File: config.mk
export PLATFORM = sky130hd
export DESIGN_NAME = calc_opcode_builder
export DESIGN_NICKNAME = d
export VERILOG_FILES = /design/src/rtl/calc_pkg.sv /design/src/rtl/calc_settle_timer.sv /design/src/rtl/calc_opcode_builder.sv
export SDC_FILE = /design/constraint.sdc
export NUM_CORES = 1
export LEC_CHECK = 0
export ABC_AREA = 1
export CORE_ASPECT_RATIO = 1.1
export CORE_MARGIN = 2
export CORE_UTILIZATION = 50
export DETAILED_ROUTE_END_ITERATION = 16
export PLACE_DENSITY = 0.77
export SKIP_CTS_REPAIR_TIMING = 1
export SLEW_MARGIN = 30
export SYNTH_ARGS = -nofsm -noshare
export SYNTH_HDL_FRONTEND = slang
export SYNTH_HIERARCHICAL = 1
export SYNTH_SLANG_ARGS = --single-unit
File: constraint.sdc
create_clock -name clk -period 1.9 [get_ports clk]
set_input_delay 0.38 -clock clk [delete_from_list [all_inputs] [get_ports clk]]
set_output_delay 0.38 -clock clk [all_outputs]
set_load 0.02 [all_outputs]
File: src/rtl/calc_pkg.sv
// Shared constants for the keypad-to-calculator opcode builder.
// Opcode layout is {sel[1:0], a[3:0], b[3:0], 4'b0000}.
package calc_pkg;

  localparam int OPCODE_W = 14;
  localparam int SEL_MSB  = 13;
  localparam int A_MSB    = 11;
  localparam int B_MSB    = 7;

  localparam logic [1:0] OP_ADD = 2'b00;
  localparam logic [1:0] OP_SUB = 2'b01;
  localparam logic [1:0] OP_OR  = 2'b10;
  localparam logic [1:0] OP_NEG = 2'b11;

  typedef enum logic [2:0] {
    S_IDLE  = 3'd0,
    S_A     = 3'd1,
    S_OP    = 3'd2,
    S_ISSUE = 3'd3,
    S_RES   = 3'd4
  } state_e;

  function automatic logic [OPCODE_W-1:0] pack_opcode(input logic [1:0] sel,
                                                      input logic [3:0] a,
                                                      input logic [3:0] b);
    return {sel, a, b, 4'b0000};
  endfunction

endpackage

File: src/rtl/calc_settle_timer.sv
// Loadable down-counter that measures the ISSUE settle window.
// done is high during the last enabled cycle of the window.
module calc_settle_timer #(
  parameter int SETTLE_CYCLES = 1
) (
  input  logic clk,
  input  logic rst_n,
  input  logic clr,
  input  logic load,
  input  logic en,
  output logic done
);

  localparam int CW = $clog2(SETTLE_CYCLES + 1);

  logic [CW-1:0] count;

  // Count down from SETTLE_CYCLES once loaded on ISSUE entry.
  always_ff @(posedge clk or negedge rst_n) begin
    if (!rst_n) begin
      count <= '0;
    end else if (clr) begin
      count <= '0;
    end else if (load) begin
      count <= CW'(SETTLE_CYCLES);
    end else if (en && (count != '0)) begin
      count <= count - CW'(1);
    end else begin
      count <= count;
    end
  end

  assign done = en && (count == CW'(1));

endmodule

File: src/rtl/calc_opcode_builder.sv
// Collects key presses into a calculator opcode, presents it and captures z.
// Optional feature macro: CALC_RESULT_CHAIN_EN (ISSUE exits to RES for chaining).
module calc_opcode_builder
  import calc_pkg::*;
#(
  parameter int SETTLE_CYCLES = 1
) (
  input  logic                clk,
  input  logic                rst_n,
  input  logic                key_valid,
  input  logic                key_is_op,
  input  logic [3:0]          key_val,
  input  logic                key_clr,
  output logic                key_ready,
  output logic [OPCODE_W-1:0] opcode,
  output logic                opcode_valid,
  input  logic [3:0]          z,
  output logic [3:0]          res,
  output logic                res_valid,
  output logic                err
);

  state_e     state, next_state;
  logic [3:0] a, b, a_n, b_n;
  logic [1:0] sel, sel_n, op;
  logic       err_n, accept, done, enter_issue, capture, pend;
  logic [3:0] z_hold;

  assign accept      = key_valid & key_ready;
  assign op          = key_val[1:0];
  assign enter_issue = (next_state == S_ISSUE) && (state != S_ISSUE);
  assign capture     = (state == S_ISSUE) && done && !key_clr;

`ifdef CALC_RESULT_CHAIN_EN
  logic [3:0] res_src;
  // A result still in flight to res is the freshest value to chain from.
  assign res_src = pend ? z_hold : res;
`endif

  calc_settle_timer #(.SETTLE_CYCLES(SETTLE_CYCLES)) u_timer (
    .clk   (clk),
    .rst_n (rst_n),
    .clr   (key_clr),
    .load  (enter_issue),
    .en    (state == S_ISSUE),
    .done  (done)
  );

  // Next-state, operand fields and error decode.
  always_comb begin
    next_state = state;
    a_n        = a;
    b_n        = b;
    sel_n      = sel;
    err_n      = 1'b0;
    if (key_clr) begin
      next_state = S_IDLE;
      a_n        = 4'h0;
      b_n        = 4'h0;
      sel_n      = OP_ADD;
    end else if (state == S_ISSUE) begin
`ifdef CALC_RESULT_CHAIN_EN
      next_state = done ? S_RES : S_ISSUE;
`else
      next_state = done ? S_IDLE : S_ISSUE;
`endif
    end else if (accept) begin
      case (state)
        S_IDLE: begin
          if (key_is_op) begin
            err_n = 1'b1;
          end else begin
            a_n        = key_val;
            next_state = S_A;
          end
        end
        S_A: begin
          if (!key_is_op) begin
            a_n = key_val;
          end else begin
            sel_n = op;
            if (op == OP_NEG) begin
              b_n        = 4'h0;
              next_state = S_ISSUE;
            end else begin
              next_state = S_OP;
            end
          end
        end
        S_OP: begin
          if (!key_is_op) begin
            b_n        = key_val;
            next_state = S_ISSUE;
          end else begin
            sel_n = op;
            if (op == OP_NEG) begin
              b_n        = 4'h0;
              next_state = S_ISSUE;
            end else begin
              next_state = S_OP;
            end
          end
        end
`ifdef CALC_RESULT_CHAIN_EN
        S_RES: begin
          if (!key_is_op) begin
            a_n        = key_val;
            next_state = S_A;
          end else begin
            a_n   = res_src;
            sel_n = op;
            if (op == OP_NEG) begin
              b_n        = 4'h0;
              next_state = S_ISSUE;
            end else begin
              next_state = S_OP;
            end
          end
        end
`endif
        default: begin
          next_state = S_IDLE;
        end
      endcase
    end else begin
      next_state = state;
    end
  end

  // State, fields, opcode and the two-stage result capture.
  always_ff @(posedge clk or negedge rst_n) begin
    if (!rst_n) begin
      state        <= S_IDLE;
      a            <= 4'h0;
      b            <= 4'h0;
      sel          <= OP_ADD;
      err          <= 1'b0;
      key_ready    <= 1'b0;
      opcode_valid <= 1'b0;
      opcode       <= '0;
      pend         <= 1'b0;
      z_hold       <= 4'h0;
      res          <= 4'h0;
      res_valid    <= 1'b0;
    end else begin
      state        <= next_state;
      a            <= a_n;
      b            <= b_n;
      sel          <= sel_n;
      err          <= err_n;
      key_ready    <= (next_state != S_ISSUE);
      opcode_valid <= (next_state == S_ISSUE);
      if (enter_issue) begin
        opcode <= pack_opcode(sel_n, a_n, b_n);
      end else begin
        opcode <= opcode;
      end
      pend      <= capture;
      z_hold    <= capture ? z : z_hold;
      res_valid <= pend;
      res       <= pend ? z_hold : res;
    end
  end

endmodule

# Word-level counts from Yosys, hierarchy flattened
# Index checks and enable logic that the tools add are counted.
[word_totals]
word_cells = 65
out_inout_bits = 22
ramBits = 0
reg_bits = 37
rom_bits = 0
latch_bits = 0
n_memories = 0
[classes]
eq_ne = 7
magnitude_cmp = 0
add_sub_neg = 1
div = 0
bitwise_logic = 1
n_reduce_logical = 9
n_mux = 34
n_mul = 0
n_shift = 0
[ops]
columns = ["operator", "n"]
rows = [
  ["2-to-1 mux 4 bit", 11],
  ["2-to-1 mux 3 bit", 6],
  ["2-to-1 mux 2 bit", 6],
  ["equality test 3 x 2 -> 1 bit, second input constant", 3],
  ["2-to-1 mux 1 bit", 9],
  ["one-hot mux 3 bit (3 select lines)", 1],
  ["one-hot mux 4 bit (2 select lines)", 1],
  ["!= test 3 x 2 -> 1 bit, second input constant", 2],
  ["logical AND 1 bit", 4],
  ["OR reduction 2 bit", 2],
  ["equality test 3 x 1 -> 1 bit, second input constant", 1],
  ["zero test 3 bit", 1],
  ["nonzero test 3 bit", 1],
  ["equality test 2 bit, second input constant", 1],
  ["AND 1 bit", 1],
  ["zero test 1 bit", 1],
  ["subtractor 1 bit, second input constant", 1],
]

# Longest topological paths before layout
# Gate-level depths: netlist of the first run.
[depth]
word_depth = 11
mapped_depth = 13

# Modules after synthesis
# Netlist of the first run, hierarchy kept.
[modules_own_cells]
columns = ["mod", "seq_area_each_um2", "area_each_um2", "cells_each", "instances"]
rows = [
  ["calc_opcode_builder", 900.9, 1769.2, 210, 1],
  ["calc_settle_timer", 25.0, 52.6, 7, 1],
]

# Least setup slack after synthesis of the first run
# OpenSTA, ideal clock, no wires.
[synth_path]
path_kind = "register -> register"
start = "reg key_ready"
end = "reg opcode[10]"
arrival_ns = 1.451
synth_period_minus_slack_ns = 1.574
path_buffers = 1
setup_time_ns = 0.123
slack_ns = 0.326
stages_incl_launch_ff = 11
path_cell_list = "dfrtp_1 > nand2_1 > inv_1 > nand3_2 > nand3_2 > nand2_4 > nor2_4 > nand3_4 > buf_8 > nand2_2 > o21ai_2"
[synth_via]
elab_chain_cells = 6
elab_cells_between_ends = 9
classes_between = "eq/ne: 1; mux: 6; bitwise: 1; reduce/logical: 1"
[synth_rtl]
columns = ["item", "line", "text"]
rows = [
  ["start, declared", "calc_opcode_builder.sv:14", "output logic key_ready,"],
  ["start signal, assigned", "calc_opcode_builder.sv:151", "key_ready <= (next_state != S_ISSUE);"],
  ["AND 1 bit *", "calc_opcode_builder.sv:29", "assign accept = key_valid & key_ready;"],
  ["2-to-1 mux 3 bit", "calc_opcode_builder.sv:67", "end else if (accept) begin"],
  ["2-to-1 mux 3 bit", "calc_opcode_builder.sv:61", "end else if (state == S_ISSUE) begin"],
  ["2-to-1 mux 3 bit", "calc_opcode_builder.sv:56", "if (key_clr) begin"],
  ["equality test 3 x 2 -> 1 bit", "calc_opcode_builder.sv:31", "assign enter_issue = (next_state == S_ISSUE) && (state != S_ISSUE);"],
  ["logical AND 1 bit", "calc_opcode_builder.sv:31", ""],
  ["end signal, assigned", "calc_opcode_builder.sv:154", "opcode <= pack_opcode(sel_n, a_n, b_n);"],
  ["end signal, assigned", "calc_opcode_builder.sv:156", "opcode <= opcode;"],
  ["end, declared", "calc_opcode_builder.sv:15", "output logic [OPCODE_W-1:0] opcode,"],
]
# Mark *: on every way between the ends. The rest lies on a longest branch, timed or not.
# A chain may end at the register's enable or synchronous reset.

# Worst setup path in the final report of the first run
[layout_path]
start = "in key_valid"
end = "reg opcode[11]"
[layout_via]
elab_chain_cells = 6
elab_cells_between_ends = 9
classes_between = "eq/ne: 1; mux: 6; bitwise: 1; reduce/logical: 1"
[layout_rtl]
columns = ["item", "line", "text"]
rows = [
  ["start, declared", "calc_opcode_builder.sv:10", "input logic key_valid,"],
  ["AND 1 bit *", "calc_opcode_builder.sv:29", ""],
  ["2-to-1 mux 3 bit", "calc_opcode_builder.sv:67", ""],
  ["2-to-1 mux 3 bit", "calc_opcode_builder.sv:61", ""],
  ["2-to-1 mux 3 bit", "calc_opcode_builder.sv:56", ""],
  ["equality test 3 x 2 -> 1 bit", "calc_opcode_builder.sv:31", ""],
  ["logical AND 1 bit", "calc_opcode_builder.sv:31", ""],
]
# Marks and branches as above.

==> run_results.csv, run 1 <==
group,metric,value,unit
run_status,status,"finished clean",
cells_and_area,synthToLayoutAreaGrowth,31.25,%
critical_path,timing.critical_path.required,2.08,ns
drt,dr_total_vias,1478,
logic_synthesis,number_of_flops_mapped_to_enable_cells_by_yosys,0,
logic_synthesis,synth-xor-area-share,0,%
critical_path,crit-reg2reg-capture,"opcode[7]$_DFFE_PN0P_",
grt,grt_pass1_vias,1342,
sta,hold_ws,0.1142,ns
sta,final.setup_skew,0.004892,ns
job,timing.max_cap.violations,0,
floorplanning,height_of_the_die,67.31,µm
sta,fin_ws,0.1590,ns
critical_path,cp_max_fo,8,
floorplanning,chipWidth,61.55,µm
grt,gr_usage_total,19.82,%
clock_tree,clock_path_buffers,2,
place,post-dp-hpwl,2.647,mm
critical_path,cp_cell_sequence,"clkdlybuf4s50_1 > nand2_1 > inv_1 > nand2_1 > clkinv_2 > nand3_1 > o21ai_0 > inv_1 > nand2_1 > o21ai_2",
drt,wirelength,3.573,mm
critical_path,critical_path.reg2reg.startpoint,"state[0]$_DFF_PN0_",
logic_synthesis,synth_compound_gate_area_share,6.868,%
critical_path,worstPathBufferInverterCount,4,
drt,initialDrtViolationCount,45,
power_and_ir_drop,power.total,1.782,mW
floorplanning,floorplan.core_area,0.003568,mm²
place,dpl.cell_count,310,
logic_synthesis,yosys.cell_types.count,28,
logic_synthesis,syn-instance-count,217,
logic_synthesis,sequential_cell_area_fraction_in_the_yosys_report,50.82,%
sta,max_clock_freq,574.4,MHz
critical_path,path_common_cell,"sky130_fd_sc_hd__nand2_1",
logic_synthesis,post_synth_and_or_nand_nor_area_fraction,28.57,%
min_path,hold_class,"in -> async",
grt,antenna_violations_before_repair,0,
clock_tree,cts_htree_levels,2,
cells_and_area,diodes,0,
sta,setup_violations,0,
cells_and_area,final_cell_count_no_fill,318,
critical_path,path_delay_family,"buffers and inverters",
cells_and_area,num-nets-final,280,
critical_path,cp_launch_type,"primary input",
power_and_ir_drop,power_leakage,1.290,nW
drt,drt-pass1-iter-count,4,
logic_synthesis,synth.avg_cell_area,8.395,µm²
floorplanning,die_area,0.004143,mm²
clock_tree,clock_transition_at_the_registers_of_the_reported_paths,0.07,ns
floorplanning,top_level_ports,35,
drt,detail_route.wl_per_cell,11.24,µm
grt,overflow,0,
logic_synthesis,post_syn_area,0.001822,mm²
logic_synthesis,synth.mux.area_fraction,2.473,%
clock_tree,cts_buffers,5,
place,i_o_buffers,30,
clock_tree,clkLatencyLatePin,0.29,ns
floorplanning,effective_utilization_at_floorplan,51.05,%
critical_path,worst_ep_arrival_time,1.92,ns
critical_path,rrSetupSlack,0.22,ns
critical_path,timing.reg2reg.worst_path_depth,11,
sta,final.setup.tns,0,ns
logic_synthesis,ys_warn_count,6,
critical_path,crit_path_top_delay_cell,"sky130_fd_sc_hd__clkdlybuf4s50_1",
critical_path,critical-path-max-stage-delay,0.45,ns
sta,hold_violations,0,
place,detailed_place.area,0.002273,mm²
place,dpl_worst_slack,-0.1330,ns
cells_and_area,drive_gt1_share,22.01,%
logic_synthesis,synthAdderAreaFrac,0,%
place,place_congestion,0.8532,
power_and_ir_drop,vdd_drop_max,0.0005185,V
grt,grt_start_max_net_pins,38,
logic_synthesis,postSynth.topFlopCell,"sky130_fd_sc_hd__dfrtp_1",
logic_synthesis,postSynthRegisterBits,37,
cells_and_area,final_core_utilization,67.01,%
logic_synthesis,main_combinational_cell_family_by_area_after_synthesis,"simple AND/OR/NAND/NOR gates",
cells_and_area,final_area,0.002391,mm²
drt,viasPerCell,4.648,
sta,final_max_slew_viol_count,0,
critical_path,critical_path_class,"in -> reg",
grt,grt_first_pass_wirelength,6.016,mm
clock_tree,tritoncts_num_sinks,37,
power_and_ir_drop,powerDensity,745.1,mW/mm²
clock_tree,clockRootBuffer,"sky130_fd_sc_hd__clkbuf_8",
drt,route.detailed.drc,0,
sta,rsz_0062_raised_after_global_routing,"false",
sta,fin_crit,1.741,ns
logic_synthesis,ys_async_sr_fraction,100.0,%
floorplanning,placement_rows,23,
critical_path,critical_path.endpoint_type,"register",
clock_tree,cts_tree,"built",
sta,timing.final.crit_share,91.63,%
drt,drtAntennaViolNets,0,
==> flip-flops by register name, summed over array words and instances, names as in the netlist <==
| signal | cells |
|---|---|
| a | 4 |
| b | 4 |
| err | 1 |
| key_ready | 1 |
| opcode | 10 |
| opcode_valid | 1 |
| pend | 1 |
| res | 4 |
| res_valid | 1 |
| sel | 2 |
| state | 3 |
| u_timer/count | 1 |
| z_hold | 4 |
==> power breakdown <==
group / total (mW) / switching, mW / internal [mW]
clock: 0.690 / 0.262 / 0.428
combinational: 0.251 / 0.140 / 0.111
sequential: 0.841 / 0.0205 / 0.820
total: 1.78 / 0.422 / 1.36
==> how the worst max path moves through the flow <==
stage | from | end | cells after the start
finish | key_valid | opcode[11]$_DFFE_PN0P_ | 10
global route | key_valid | opcode[11]$_DFFE_PN0P_ | 10
CTS | key_valid | opcode[11]$_DFFE_PN0P_ | 10
detailed placement | key_valid | opcode[11]$_DFFE_PN0P_ | 10
global placement | key_valid | opcode[11]$_DFFE_PN0P_ | 10
floorplan | key_ready$_DFF_PN0_ | opcode[10]$_DFFE_PN0P_ | 10
==> worst reg2reg max path: cells and delay by family (launching register included) <==
kind / cells / cell delay, ns
AO/OA/AOI/OAI: 1 / 0.06
buffers and inverters: 2 / 0.35
flip-flops: 1 / 0.44
AND/OR/NAND/NOR: 8 / 0.71
==> cell type report <==
cell class | instances | area, µm²
clock inverter | 1 | 30.03
fill | 310 | 1177
tap | 50 | 62.56
inverter | 40 | 151.4
sequential | 37 | 927.1
clock buffer | 7 | 86.33
multi-input combinational | 137 | 705.7
timing repair buffer | 46 | 427.9
==> cell families after synthesis <==
kind of cell    Yosys count
compound gates           20
buf+inv                  46
flops                    37
mux                       4
other cells               1
simple gates            109
==> synthesized netlist by cell type (2+ instances only) <==
master	n	share of area, %
sky130_fd_sc_hd__nand3_1	10	2.7
sky130_fd_sc_hd__o21ai_0	9	2.5
sky130_fd_sc_hd__inv_2	4	0.82
sky130_fd_sc_hd__buf_4	4	1.6
sky130_fd_sc_hd__dfrtp_1	37	51
sky130_fd_sc_hd__a21oi_1	3	0.82
sky130_fd_sc_hd__nor3_1	2	0.55
sky130_fd_sc_hd__nor2_1	14	2.9
sky130_fd_sc_hd__mux2_2	4	2.5
sky130_fd_sc_hd__o21ai_2	5	2.4
sky130_fd_sc_hd__nor2_2	2	0.69
sky130_fd_sc_hd__nand2_2	10	3.4
sky130_fd_sc_hd__nand3_2	4	2.2
sky130_fd_sc_hd__nand2_1	60	12
sky130_fd_sc_hd__inv_1	35	7.2
sky130_fd_sc_hd__nand3b_1	2	0.82
==> cells in the final DEF (no fill, tap or decap), types with 3 or more instances in the layout <==
cell | synthesis | final
sky130_fd_sc_hd__a21oi_1 | 3 | 3
sky130_fd_sc_hd__buf_4 | 4 | 15
sky130_fd_sc_hd__clkbuf_8 | 0 | 6
sky130_fd_sc_hd__clkdlybuf4s50_1 | 0 | 29
sky130_fd_sc_hd__conb_1 | 1 | 4
sky130_fd_sc_hd__dfrtp_1 | 37 | 36
sky130_fd_sc_hd__inv_1 | 35 | 35
sky130_fd_sc_hd__inv_2 | 4 | 4
sky130_fd_sc_hd__mux2_2 | 4 | 4
sky130_fd_sc_hd__nand2_1 | 60 | 60
sky130_fd_sc_hd__nand2_2 | 10 | 10
sky130_fd_sc_hd__nand3_1 | 10 | 10
sky130_fd_sc_hd__nand3_2 | 4 | 4
sky130_fd_sc_hd__nor2_1 | 14 | 14
sky130_fd_sc_hd__o21ai_0 | 9 | 9
sky130_fd_sc_hd__o21ai_2 | 5 | 5
==> per-layer routing <==
layer	up-vias	wire length (µm)	track usage [%]
met3	6	122	5.172
met4	0	68	7.181
met1	688	1640	27.32
met2	29	1742	29.87
met5	-	0	0
li1	755	-	-
(Power assumes the default switching activity.)
==> run 2: changes to the inputs <==
Settings changed: CORE_UTILIZATION 50 to 25, DONT_BUFFER_PORTS from default to 1, PLACE_DENSITY 0.77 to default, TNS_END_PERCENT from default to 1.
==> run 2 against run 1 <==
  * Highest routed layer unchanged
  * First-iteration DRC count rose by 100%
  * Hold slack improved by 0.028 ns
  * Clock power fell by 13%
  * Sequential cell count did not move
  * Combinational power fell by 41%
  * Utilization fell by 38 points
==> run_results.csv, run 2 (synthesis results as in run 1) <==
group,metric,value,unit
critical_path,rrSetupSlack,0.11,ns
critical_path,worst_ep_arrival_time,1.98,ns
sta,timing.final.crit_share,94.16,%
job,timing.max_cap.violations,0,
drt,drt-pass1-iter-count,4,
cells_and_area,layout_common_cells,"sky130_fd_sc_hd__nand2_1 (60), sky130_fd_sc_hd__dfrtp_1 (36), sky130_fd_sc_hd__inv_1 (34), sky130_fd_sc_hd__nor2_1 (14), sky130_fd_sc_hd__nand2_2 (10)",
cells_and_area,synthToLayoutAreaGrowth,13.60,%
power_and_ir_drop,power.total,1.614,mW
sta,hold_violations,0,
cells_and_area,largest_register,"opcode",
power_and_ir_drop,power_leakage,1.134,nW
grt,gr_usage_total,10.29,%
cells_and_area,flip_flop_count_of_the_largest_register_all_copies_and_words_added,10,
grt,grt_util_met2,16.21,%
sta,final.setup.tns,0,ns
floorplanning,chipWidth,85.39,µm
min_path,min_delay_path_depth,1,
grt,overflow,0,
grt,grt_first_pass_wirelength,6.396,mm
place,post-dp-hpwl,2.761,mm
sta,rsz_0062_raised_after_global_routing,"false",
floorplanning,effective_utilization_at_floorplan,25.85,%
critical_path,critical_path.endpoint_type,"register",
drt,viasPerCell,4.220,
critical_path,startpoint,"state[1]$_DFF_PN0_",
drt,drtAntennaViolNets,0,
min_path,startpoint_of_the_tightest_hold_check_path,"key_clr",
cells_and_area,final_cell_count_no_fill,313,
clock_tree,clkLatencyLatePin,0.28,ns
drt,route.detailed.drc,0,
cells_and_area,diodes,0,
clock_tree,cts_htree_levels,2,
drt,dr_total_vias,1321,
clock_tree,clock_path_buffers,2,
critical_path,critical_path_class,"reg -> reg",
clock_tree,clockRootBuffer,"sky130_fd_sc_hd__clkbuf_8",
grt,antenna_violations_before_repair,0,
sta,final_max_slew_viol_count,0,
drt,initialDrtViolationCount,92,
grt,global_route.usage.met1,12.78,%
critical_path,timing.critical_path.required,2.09,ns
sta,max_clock_freq,558.9,MHz
clock_tree,cts_buffers,5,
floorplanning,height_of_the_die,93.53,µm
sta,setup_violations,0,
place,dpl.cell_count,303,
clock_tree,clock_transition_at_the_registers_of_the_reported_paths,0.07,ns
place,i_o_buffers,0,
floorplanning,top_level_ports,35,
clock_tree,tritoncts_num_sinks,37,
floorplanning,die_area,0.007987,mm²
critical_path,cp_launch_type,"register",
floorplanning,placement_rows,32,
grt,grt_pass1_vias,1360,
place,place_congestion,0.8195,
sta,final.setup_skew,0.003417,ns
critical_path,critical_path.reg2reg.startpoint,"state[1]$_DFF_PN0_",
floorplanning,floorplan.core_area,0.007047,mm²
drt,detail_route.wl_per_cell,11.70,µm
critical_path,timing.reg2reg.worst_path_depth,10,
grt,grt_start_max_net_pins,38,
cells_and_area,layout.cells.most_common,"sky130_fd_sc_hd__nand2_1",
grt,top_usage_layer,"met2",
sta,fin_crit,1.789,ns
power_and_ir_drop,powerDensity,779.8,mW/mm²
grt,grtUsageMet3,3.266,%
clock_tree,cts_tree,"built",
cells_and_area,num-nets-final,240,
run_status,status,"finished clean",
power_and_ir_drop,vdd_drop_max,0.0002770,V
min_path,hold_class,"in -> reg",
critical_path,cp_max_fo,13,
drt,wirelength,3.663,mm
cells_and_area,drive_gt1_share,21.93,%
run 2: layout make-up:
cell class / instances / area (µm²)
fillers: 772 / 4977
well taps: 85 / 106.4
flip-flops and latches: 37 / 927.1
repair buffers: 6 / 72.57
inverters: 40 / 151.4
clock buffers: 7 / 96.34
clock inverters: 1 / 5.005
multi-input cells: 137 / 710.7
run 2: routing by layer:
| metal | up-vias | routed length (µm) |
|---|---|---|
| met5 | - | 0 |
| met2 | 38 | 1648 |
| met1 | 595 | 1673 |
| met3 | 12 | 250 |
| met4 | 0 | 91 |
| li1 | 676 | - |
run 2: per-stage QoR:
step                hold WS (ns)  util (%)  setup WS [ns]  instance area, µm²
finish                    0.1421     29.37         0.1109                2069
detailed placement       0.08604     27.41         0.1062                1932
CTS                      -0.2297     28.85        0.08274                2033
global route              0.1287     29.37        0.02346                2069
floorplan                0.08441         -         0.3259                1833
global placement         0.08629     27.41         0.1256                1932
run 2: worst paths after layout:
| check | endpoint |
|---|---|
| max | opcode[4]$_DFFE_PN0P_ |
| min | u_timer/count$_DFFE_PN0P_ |
| max reg2reg | opcode[4]$_DFFE_PN0P_ |
| min reg2reg | z_hold[1]$_DFFE_PN0P_ |
| max in group asynchronous | state[1]$_DFF_PN0_ |
| min in group asynchronous | b[1]$_DFF_PN0_ |
run 2: critical path: stages, from the launching register on:
cell                      delay (ns)
sky130_fd_sc_hd__dfrtp_2        0.46
sky130_fd_sc_hd__nor2_2         0.19
sky130_fd_sc_hd__nand2_1        0.08
sky130_fd_sc_hd__nand2_2        0.14
sky130_fd_sc_hd__nand2_2        0.06
sky130_fd_sc_hd__nand2_1        0.06
sky130_fd_sc_hd__nand2_1        0.07
sky130_fd_sc_hd__nand2_2        0.10
sky130_fd_sc_hd__nand3_4        0.15
sky130_fd_sc_hd__buf_12         0.18
sky130_fd_sc_hd__o21ai_0        0.20
run 2: report_power, final:
part / switching [mW] / internal [mW]
logic: 0.0971 / 0.0504
clock network: 0.274 / 0.328
registers: 0.0448 / 0.820
total: 0.416 / 1.20
